--- src/rtl/opr1_sequencer.sv ---
// Group 1 operate microinstruction sequencer: steps a latched OPR1 word through
// clear, complement, increment and rotate/swap events, one registered strobe set per clock.
module opr1_sequencer #(
    parameter bit SKIP_EMPTY = 1'b1
) (
    input  logic        CLK,
    input  logic        RESETn,
    input  logic        START,
    input  logic [11:0] IR,
    output logic        BUSY,
    output logic        DONE,
    output logic        ERR,
    output logic        AC_CLR,
    output logic        L_CLR,
    output logic        AC_INV,
    output logic        L_INV,
    output logic        INC,
    output logic        ROT_R,
    output logic        ROT_L,
    output logic        SWAP,
    output logic        LD_AC
);

    typedef enum logic [2:0] {
        S_IDLE, S_E1, S_E2, S_E3, S_E4A, S_E4B, S_FIN
    } state_t;

    state_t      state_q, state_d;
    logic [7:0]  ir_q, ir_d;
    logic        err_q, err_d;
    logic [7:0]  strb_q, strb_d;
    logic        busy_q, busy_d;
    logic        done_q, done_d;
    logic        errp_q, errp_d;
    logic        ld_q, ld_d;

    // op bits: 7 CLA, 6 CLL, 5 CMA, 4 CML, 3 RAR, 2 RAL, 1 BSW, 0 IAC
    function automatic logic ev_active(input logic [2:0] k, input logic [7:0] op);
        case (k)
            3'd1:    return op[7] | op[6];
            3'd2:    return op[5] | op[4];
            3'd3:    return op[0];
            3'd4:    return (op[3] ^ op[2]) | (op[1] & ~(op[3] & op[2]));
            default: return 1'b0;
        endcase
    endfunction

    function automatic state_t next_event(input logic [2:0] first, input logic [7:0] op);
        if (first <= 3'd1 && (!SKIP_EMPTY || ev_active(3'd1, op))) return S_E1;
        if (first <= 3'd2 && (!SKIP_EMPTY || ev_active(3'd2, op))) return S_E2;
        if (first <= 3'd3 && (!SKIP_EMPTY || ev_active(3'd3, op))) return S_E3;
        if (first <= 3'd4 && (!SKIP_EMPTY || ev_active(3'd4, op))) return S_E4A;
        return S_FIN;
    endfunction

    // Strobe vector: {AC_CLR, L_CLR, AC_INV, L_INV, INC, ROT_R, ROT_L, SWAP}
    function automatic logic [7:0] strobes(input state_t s, input logic [7:0] op);
        logic [7:0] r;
        r = 8'd0;
        case (s)
            S_E1: begin r[7] = op[7]; r[6] = op[6]; end
            S_E2: begin r[5] = op[5]; r[4] = op[4]; end
            S_E3: r[3] = op[0];
            S_E4A, S_E4B: begin
                if (op[3] ^ op[2]) begin
                    r[2] = op[3];
                    r[1] = op[2];
                end else if (s == S_E4A && op[1] && !op[3] && !op[2]) begin
                    r[0] = 1'b1;
                end
            end
            default: r = 8'd0;
        endcase
        return r;
    endfunction

    always_comb begin
        state_d = state_q;
        ir_d    = ir_q;
        err_d   = err_q;
        case (state_q)
            S_IDLE: begin
                if (START && IR[11:8] == 4'b1110) begin
                    ir_d    = IR[7:0];
                    err_d   = IR[3] & IR[2];
                    state_d = next_event(3'd1, IR[7:0]);
                end
            end
            S_E1:  state_d = next_event(3'd2, ir_q);
            S_E2:  state_d = next_event(3'd3, ir_q);
            S_E3:  state_d = next_event(3'd4, ir_q);
            // A single rotate combined with BSW is the double rotate: repeat once
            S_E4A: state_d = ((ir_q[3] ^ ir_q[2]) && ir_q[1]) ? S_E4B : S_FIN;
            S_E4B: state_d = S_FIN;
            S_FIN: begin
                state_d = S_IDLE;
                err_d   = 1'b0;
            end
            default: state_d = S_IDLE;
        endcase

        // Outputs are decoded from the state being entered so they appear registered
        strb_d = strobes(state_d, ir_d);
        busy_d = (state_d != S_IDLE);
        done_d = (state_d == S_FIN);
        errp_d = (state_d == S_FIN) & err_d;
        ld_d   = |strb_d;
    end

    always_ff @(posedge CLK or negedge RESETn) begin
        if (!RESETn) begin
            state_q <= S_IDLE;
            ir_q    <= 8'd0;
            err_q   <= 1'b0;
            strb_q  <= 8'd0;
            busy_q  <= 1'b0;
            done_q  <= 1'b0;
            errp_q  <= 1'b0;
            ld_q    <= 1'b0;
        end else begin
            state_q <= state_d;
            ir_q    <= ir_d;
            err_q   <= err_d;
            strb_q  <= strb_d;
            busy_q  <= busy_d;
            done_q  <= done_d;
            errp_q  <= errp_d;
            ld_q    <= ld_d;
        end
    end

    assign BUSY   = busy_q;
    assign DONE   = done_q;
    assign ERR    = errp_q;
    assign AC_CLR = strb_q[7];
    assign L_CLR  = strb_q[6];
    assign AC_INV = strb_q[5];
    assign L_INV  = strb_q[4];
    assign INC    = strb_q[3];
    assign ROT_R  = strb_q[2];
    assign ROT_L  = strb_q[1];
    assign SWAP   = strb_q[0];
    assign LD_AC  = ld_q;

endmodule
--- config.mk ---
export PLATFORM = sky130hd
export DESIGN_NAME = opr1_sequencer
export DESIGN_NICKNAME = d
export VERILOG_FILES = /design/src/rtl/opr1_sequencer.sv
export SDC_FILE = /design/constraint.sdc
export NUM_CORES = 1
export LEC_CHECK = 0
export ABC_AREA = 1
export CAP_MARGIN = 20
export CELL_PAD_IN_SITES_DETAIL_PLACEMENT = 1
export CELL_PAD_IN_SITES_GLOBAL_PLACEMENT = 2
export CORE_MARGIN = 2
export CORE_UTILIZATION = 30
export DETAILED_ROUTE_END_ITERATION = 16
export PLACE_DENSITY = 0.84
export SLEW_MARGIN = 40
export SYNTH_ARGS = -nofsm -noshare
export SYNTH_HDL_FRONTEND = slang
export SYNTH_SLANG_ARGS = --single-unit
--- constraint.sdc ---
create_clock -name CLK -period 2.6 [get_ports CLK]
set_clock_uncertainty 0.05 [all_clocks]
set_input_delay 0.52 -clock CLK [delete_from_list [all_inputs] [get_ports CLK]]
set_output_delay 0.52 -clock CLK [all_outputs]
set_load 0.02 [all_outputs]
==> metrics.cfg, run 1 <==
[route]
wirelength_um=3054
drc=0
postRouteAntennaNets=0
drt-initial-drc-count=28
vias=1045
wl_per_cell_um=13.05
first_pass_iters=4
routed_via_density=4.466

[clock_network]
cts_max_level=1
cts.sink_count=23
hold_buffers=0
post_cts_buffers=0
cts_buffers=3
post_cts_resized=0
insertion_delay_ns=0.26
cts.path.max_buffers=2
clkTransAtPathRegs_ns=0.09
cts_tree=yes
cts_root_buf=clkbuf_8

[yosys]
synth_cell_type_count=27
syn_avg_cell_area_um2=8.725
yosys_warnings=0
synth_seq_area_share_pct=43.98
synthesis.area_mm2=0.001309
synth-seq-cells=23
syn_nets=169
synthCells=150

[power_and_ir_drop]
p_per_area_mw_per_mm2=1029
p_leak_nw=0.8629
ir_drop_uv=481.5

[layout]
syn2layout_area_growth_pct=29.25
fin_area_mm2=0.001692
layout_common_cells=35 x nand2_1, 27 x inv_1, 26 x clkdlybuf4s50_1
diodes=0
layout.nets=202
layout-drive-gt1-share_pct=17.58
layout.cells.most_common=nand2_1

[sta]
slew_headroom_pct=75.72
whs_ns=0.4961
min_period_over_period_pct=85.25
setup-tns-final_ns=0
fin_crit_ns=2.217
final_max_slew_viol_count=0
finalHoldViolations=0
grt_setup_unrepaired=no
worst_pin_slew_ns=0.3629
clock.fmax_ghz=0.4511
finalSetupViolations=0

[floorplan]
rows=24
start_util_pct=30.69
fp.dieH_um=70.05
dieWidth_um=70.05
core_mm2=0.004264
ios=27
die_area_mm2=0.004907

[global_routing]
grt_usage_pct=13.96
overflow=0
grt_pass1_wl_um=5485
grt_max_degree=24
antenna_found_initial=0
grt_pass1_vias=1149

[placed_design]
postPlaceCellArea_mm2=0.001645
gp_congestion=0.8085
numPortBuffers=26
hpwlAfterDp_um=2529

[setup_path]
cp-start-kind=primary input
worstPathCellList=clkdlybuf4s50_1 > nand2_1 > inv_1 > nand2_1 > nor2_8 > inv_2 > nand2_1 > nand2_1 > ha_1 > nand3_1 > nor2_1 > nand2_2 > nor2_4 > nor2_2 > nand3_2
crit_arrival_ns=2.37
cp_top_family=simple AND/OR/NAND/NOR gates
crit_path_end_kind=register
critPathRequiredTime_ns=2.75
critPathMaxStageDelay_ns=0.49
worstPathMaxFanout=5
critPathKind=in2reg
cpMostUsedCell=nand2_1
path_buf_inv=3
slowest_stage=clkdlybuf4s50_1

[run_status]
outcome=finished, final reports clean

[run]
maxCapViolations=0

[hold_path]
hold_path.class=reg2reg

[routing by layer]
layer	global-route usage, %	wire length, um	vias up
li1	-	-	525
met1	17.11	1299	504
met2	25.19	1636	14
met3	2.165	107	2
met4	4.060	11	0
met5	0	0	-
[where the power goes]
part | internal [mW] | switching [mW] | total (mW)
Combinational | 0.353 | 0.599 | 0.952
Sequential | 0.478 | 0.0890 | 0.567
Clock | 0.107 | 0.116 | 0.223
[tightest hold or removal path, cell delays in order, from the launching register on]
cell and delay (ns):
dfrtp_1 0.38, nand2_1 0.06, nand2_1 0.07
[per-stage QoR]
stage                     std cells  total power [mW]  util, %  worst slack [ns]
after global placement          230             1.483    38.59            0.1677
final                           234             1.741    39.67            0.3834
after detailed placement        230             1.534    38.59            0.1161
after floorplan                 150             1.256        -            0.7165
after global routing            234             1.894    39.67            0.1892
after CTS                       234             1.766    39.67            0.3814
[registers in the layout (all words and copies together) (netlist names)]
register	count
strb_q	8
ir_q	7
state_q	3
BUSY	1
DONE	1
ERR	1
LD_AC	1
err_q	1
[final timing paths]
kind	from	to	slack, ns	cells after the start
max in group asynchronous	RESETn	ERR$_DFF_PN0_	1.72	2
min	ir_q[1]$_DFF_PN0_	ir_q[1]$_DFF_PN0_	0.50	2
max reg2reg	state_q[0]$_DFF_PN0_	LD_AC$_DFF_PN0_	0.60	13
min in group asynchronous	RESETn	strb_q[6]$_DFF_PN0_	0.55	2
min reg2reg	ir_q[1]$_DFF_PN0_	ir_q[1]$_DFF_PN0_	0.50	2
max	START	LD_AC$_DFF_PN0_	0.38	15
[Yosys cell counts (all sizes together)]
cell    instances  area, um^2
o21ai           7       38.78
nand4           1       6.260
nand3b          2       15.01
nand2          42       200.2
buf             1       11.26
dfrtp          23       575.6
o211ai          1       7.510
ha              4       50.05
nand3          14       105.1
nor3b           2       31.28
nor3            1       5.000
nor4            1       6.260
a21oi           3       15.01
nor2           18       126.4
inv            30       115.1
[logic make-up (layout without fill, tap and decap cells)]
group	Yosys count	after routing	share of synthesized area, %
and+or+nand+nor	81	81	37.86
DFF	23	23	43.98
adders and majority gates	4	4	3.824
buffers and inverters	31	63	9.657
AOI/OAI and AO/OA	11	11	4.684
[final cells by class]
type | count | area [um^2]
inverters | 30 | 115.1
flip-flops and latches | 23 | 575.6
clock buffers | 3 | 41.29
multi-input cells | 96 | 606.8
fillers | 522 | 2572
repair buffers | 29 | 282.8
well taps | 52 | 65.06
clock inverters | 1 | 5.005
Note: power is estimated with default switching activity, not from simulation.
==> run 2: changes to the inputs <==
--- a/config.mk
+++ b/config.mk
@@ -11,7 +11,10 @@
 export CELL_PAD_IN_SITES_GLOBAL_PLACEMENT = 2
 export CORE_MARGIN = 2
 export CORE_UTILIZATION = 30
+export CTS_CLUSTER_DIAMETER = 200
 export DETAILED_ROUTE_END_ITERATION = 16
+export GPL_ROUTABILITY_DRIVEN = 1
+export GPL_TIMING_DRIVEN = 0
 export PLACE_DENSITY = 0.84
 export SLEW_MARGIN = 40
 export SYNTH_ARGS = -nofsm -noshare
==> metrics.cfg, run 2 (synthesis gave the netlist of run 1 again) <==
[run_status]
outcome=finished, final reports clean

[clock_network]
cts_max_level=1  ; unchanged
clkTransAtPathRegs_ns=0.09  ; about the same
post_cts_resized=0  ; unchanged
hold_buffers=0  ; unchanged
cts.path.max_buffers=2  ; unchanged
cts_buffers=3  ; unchanged
cts_root_buf=clkbuf_8
insertion_delay_ns=0.26  ; about the same
post_cts_buffers=0  ; unchanged
cts_tree=yes
cts.sink_count=23  ; unchanged

[layout]
layout_common_cells=35 x nand2_1, 27 x inv_1, 25 x clkdlybuf4s50_1
register_area_um2=575.6  ; unchanged
layout-drive-gt1-share_pct=17.22  ; -0.36 points
largest-register=strb_q
multi_input_area_um2=606.8  ; unchanged
largestRegisters=strb_q: 8 flops, ir_q: 7 flops, state_q: 3 flops
syn2layout_area_growth_pct=28.20
largest_reg_flops=8  ; unchanged
fill_cells=518  ; -0.77%
layout.cells.most_common=nand2_1
diodes=0  ; unchanged
layout.cells.non_filler=232  ; -0.85%
fin_area_mm2=0.001678  ; -0.81%
layout.nets=200  ; -0.99%

[power_and_ir_drop]
power_mw=1.729  ; -0.70%
p_leak_nw=0.8509  ; -1.4%
ir_drop_uv=549.7  ; +14%
p_per_area_mw_per_mm2=1031  ; +0.12%

[placed_design]
numPortBuffers=26  ; unchanged
pre_cts_slack_ns=-0.03855  ; -0.1547 ns
gp_congestion=0.7812  ; -3.4%
postPlaceCellArea_mm2=0.001629  ; -0.99%
hpwlAfterDp_um=2464  ; -2.6%
dp.cells=228  ; -0.87%

[floorplan]
dieWidth_um=70.05  ; unchanged
fp.dieH_um=70.05  ; unchanged
core_mm2=0.004264  ; unchanged
rows=24  ; unchanged
start_util_pct=30.69  ; unchanged
die_area_mm2=0.004907  ; unchanged
ios=27  ; unchanged

[setup_path]
reg2reg_slack_ns=0.53  ; -0.07 ns
r2r_cells=13  ; unchanged
crit_arrival_ns=2.47  ; +0.10 ns
critPathKind=in2reg
reg2reg_from=state_q[2]$_DFF_PN0_
worstPathMaxFanout=7  ; +2
crit_path_end_kind=register
rr_endpoint=LD_AC$_DFF_PN0_
critPathRequiredTime_ns=2.76  ; about the same
cp-start-kind=primary input

[global_routing]
grt_pass1_vias=1086  ; -5.5%
grt_max_degree=24  ; unchanged
grt_usage_pct=13.15  ; -0.81 points
antenna_found_initial=0  ; unchanged
overflow=0  ; unchanged
grt_pass1_wl_um=5175  ; -5.7%

[sta]
worst_slack_ns=0.2857  ; -0.09776 ns
fin_crit_ns=2.314  ; +0.09776 ns
setup-tns-final_ns=0  ; unchanged
finalSetupViolations=0  ; unchanged
worst_pin_slew_ns=0.5209  ; +0.1580 ns
grt_setup_unrepaired=no
clock.fmax_ghz=0.4321  ; -4.2%
min_period_over_period_pct=89.01  ; +3.8 points
slew_headroom_pct=65.27  ; -10 points
final_max_slew_viol_count=0  ; unchanged
finalHoldViolations=0  ; unchanged

[route]
wl_per_cell_um=12.51  ; -4.1%
routed_via_density=4.427  ; -0.88%
first_pass_iters=4  ; unchanged
wirelength_um=2903  ; -4.9%
drt-initial-drc-count=16  ; -43%
drc=0  ; unchanged
postRouteAntennaNets=0  ; unchanged
vias=1027  ; -1.7%

[run]
maxCapViolations=0  ; unchanged

[hold_path]
hold_path.class=in2async

## run 2: layer usage
metal | global-route usage [%] | vias up | share of wire (%) | wire length (um)
met4 | 1.923 | 0 | 0.34 | 10
met2 | 23.49 | 17 | 53 | 1540
met3 | 3.752 | 2 | 4.1 | 119
li1 | - | 524 | - | -
met1 | 16.06 | 484 | 42 | 1232
met5 | 0 | - | 0 | 0
## run 2: metrics by stage
step | utilization [%] | hold WS, ns
final | 39.35 | 0.1732
after global routing | 39.35 | 0.2024
after CTS | 39.35 | 0.1878
after detailed placement | 38.20 | 0.4789
after global placement | 38.32 | 0.4639
after floorplan | - | 0.1744
## run 2: cell type report
type / count / area share, %
buffer: 1 / 0.6711
sequential: 23 / 34.30
multi-input combinational: 96 / 36.17
inverter: 30 / 6.861
timing repair buffer: 26 / 15.21
tap: 52 / 3.878
clock buffer: 3 / 2.461
clock inverter: 1 / 0.4474
## run 2: worst max-delay path, stage by stage
cell	delay [ns]
clkdlybuf4s50_1	0.47
nand3b_1	0.19
nor2_1	0.13
nand2_1	0.19
nand2_1	0.10
nand2_1	0.09
ha_1	0.29
nand3_1	0.07
nor2_1	0.14
nand2_2	0.08
nor2_4	0.09
nor2_2	0.05
nand3_2	0.05
## run 2: report_power, final
| part | switching [mW] | internal (mW) | leakage (nW) |
|---|---|---|---|
| logic | 0.597 | 0.359 | 0.542 |
| clock network | 0.114 | 0.108 | 0.0217 |
| registers | 0.0738 | 0.478 | 0.287 |
| total | 0.785 | 0.944 | 0.851 |
## run 2: worst max-delay path by stage
| stage | from | end | slack [ns] | cells past startpoint |
|---|---|---|---|---|
| after detailed placement | IR[8] | LD_AC$_DFF_PN0_ | -0.04 | 13 |
| final | IR[8] | LD_AC$_DFF_PN0_ | 0.29 | 13 |
| after global placement | IR[8] | LD_AC$_DFF_PN0_ | -0.002 | 13 |
| after CTS | IR[8] | LD_AC$_DFF_PN0_ | 0.24 | 13 |
| after floorplan | START | LD_AC$_DFF_PN0_ | 0.72 | 14 |
| after global routing | IR[8] | LD_AC$_DFF_PN0_ | 0.05 | 13 |
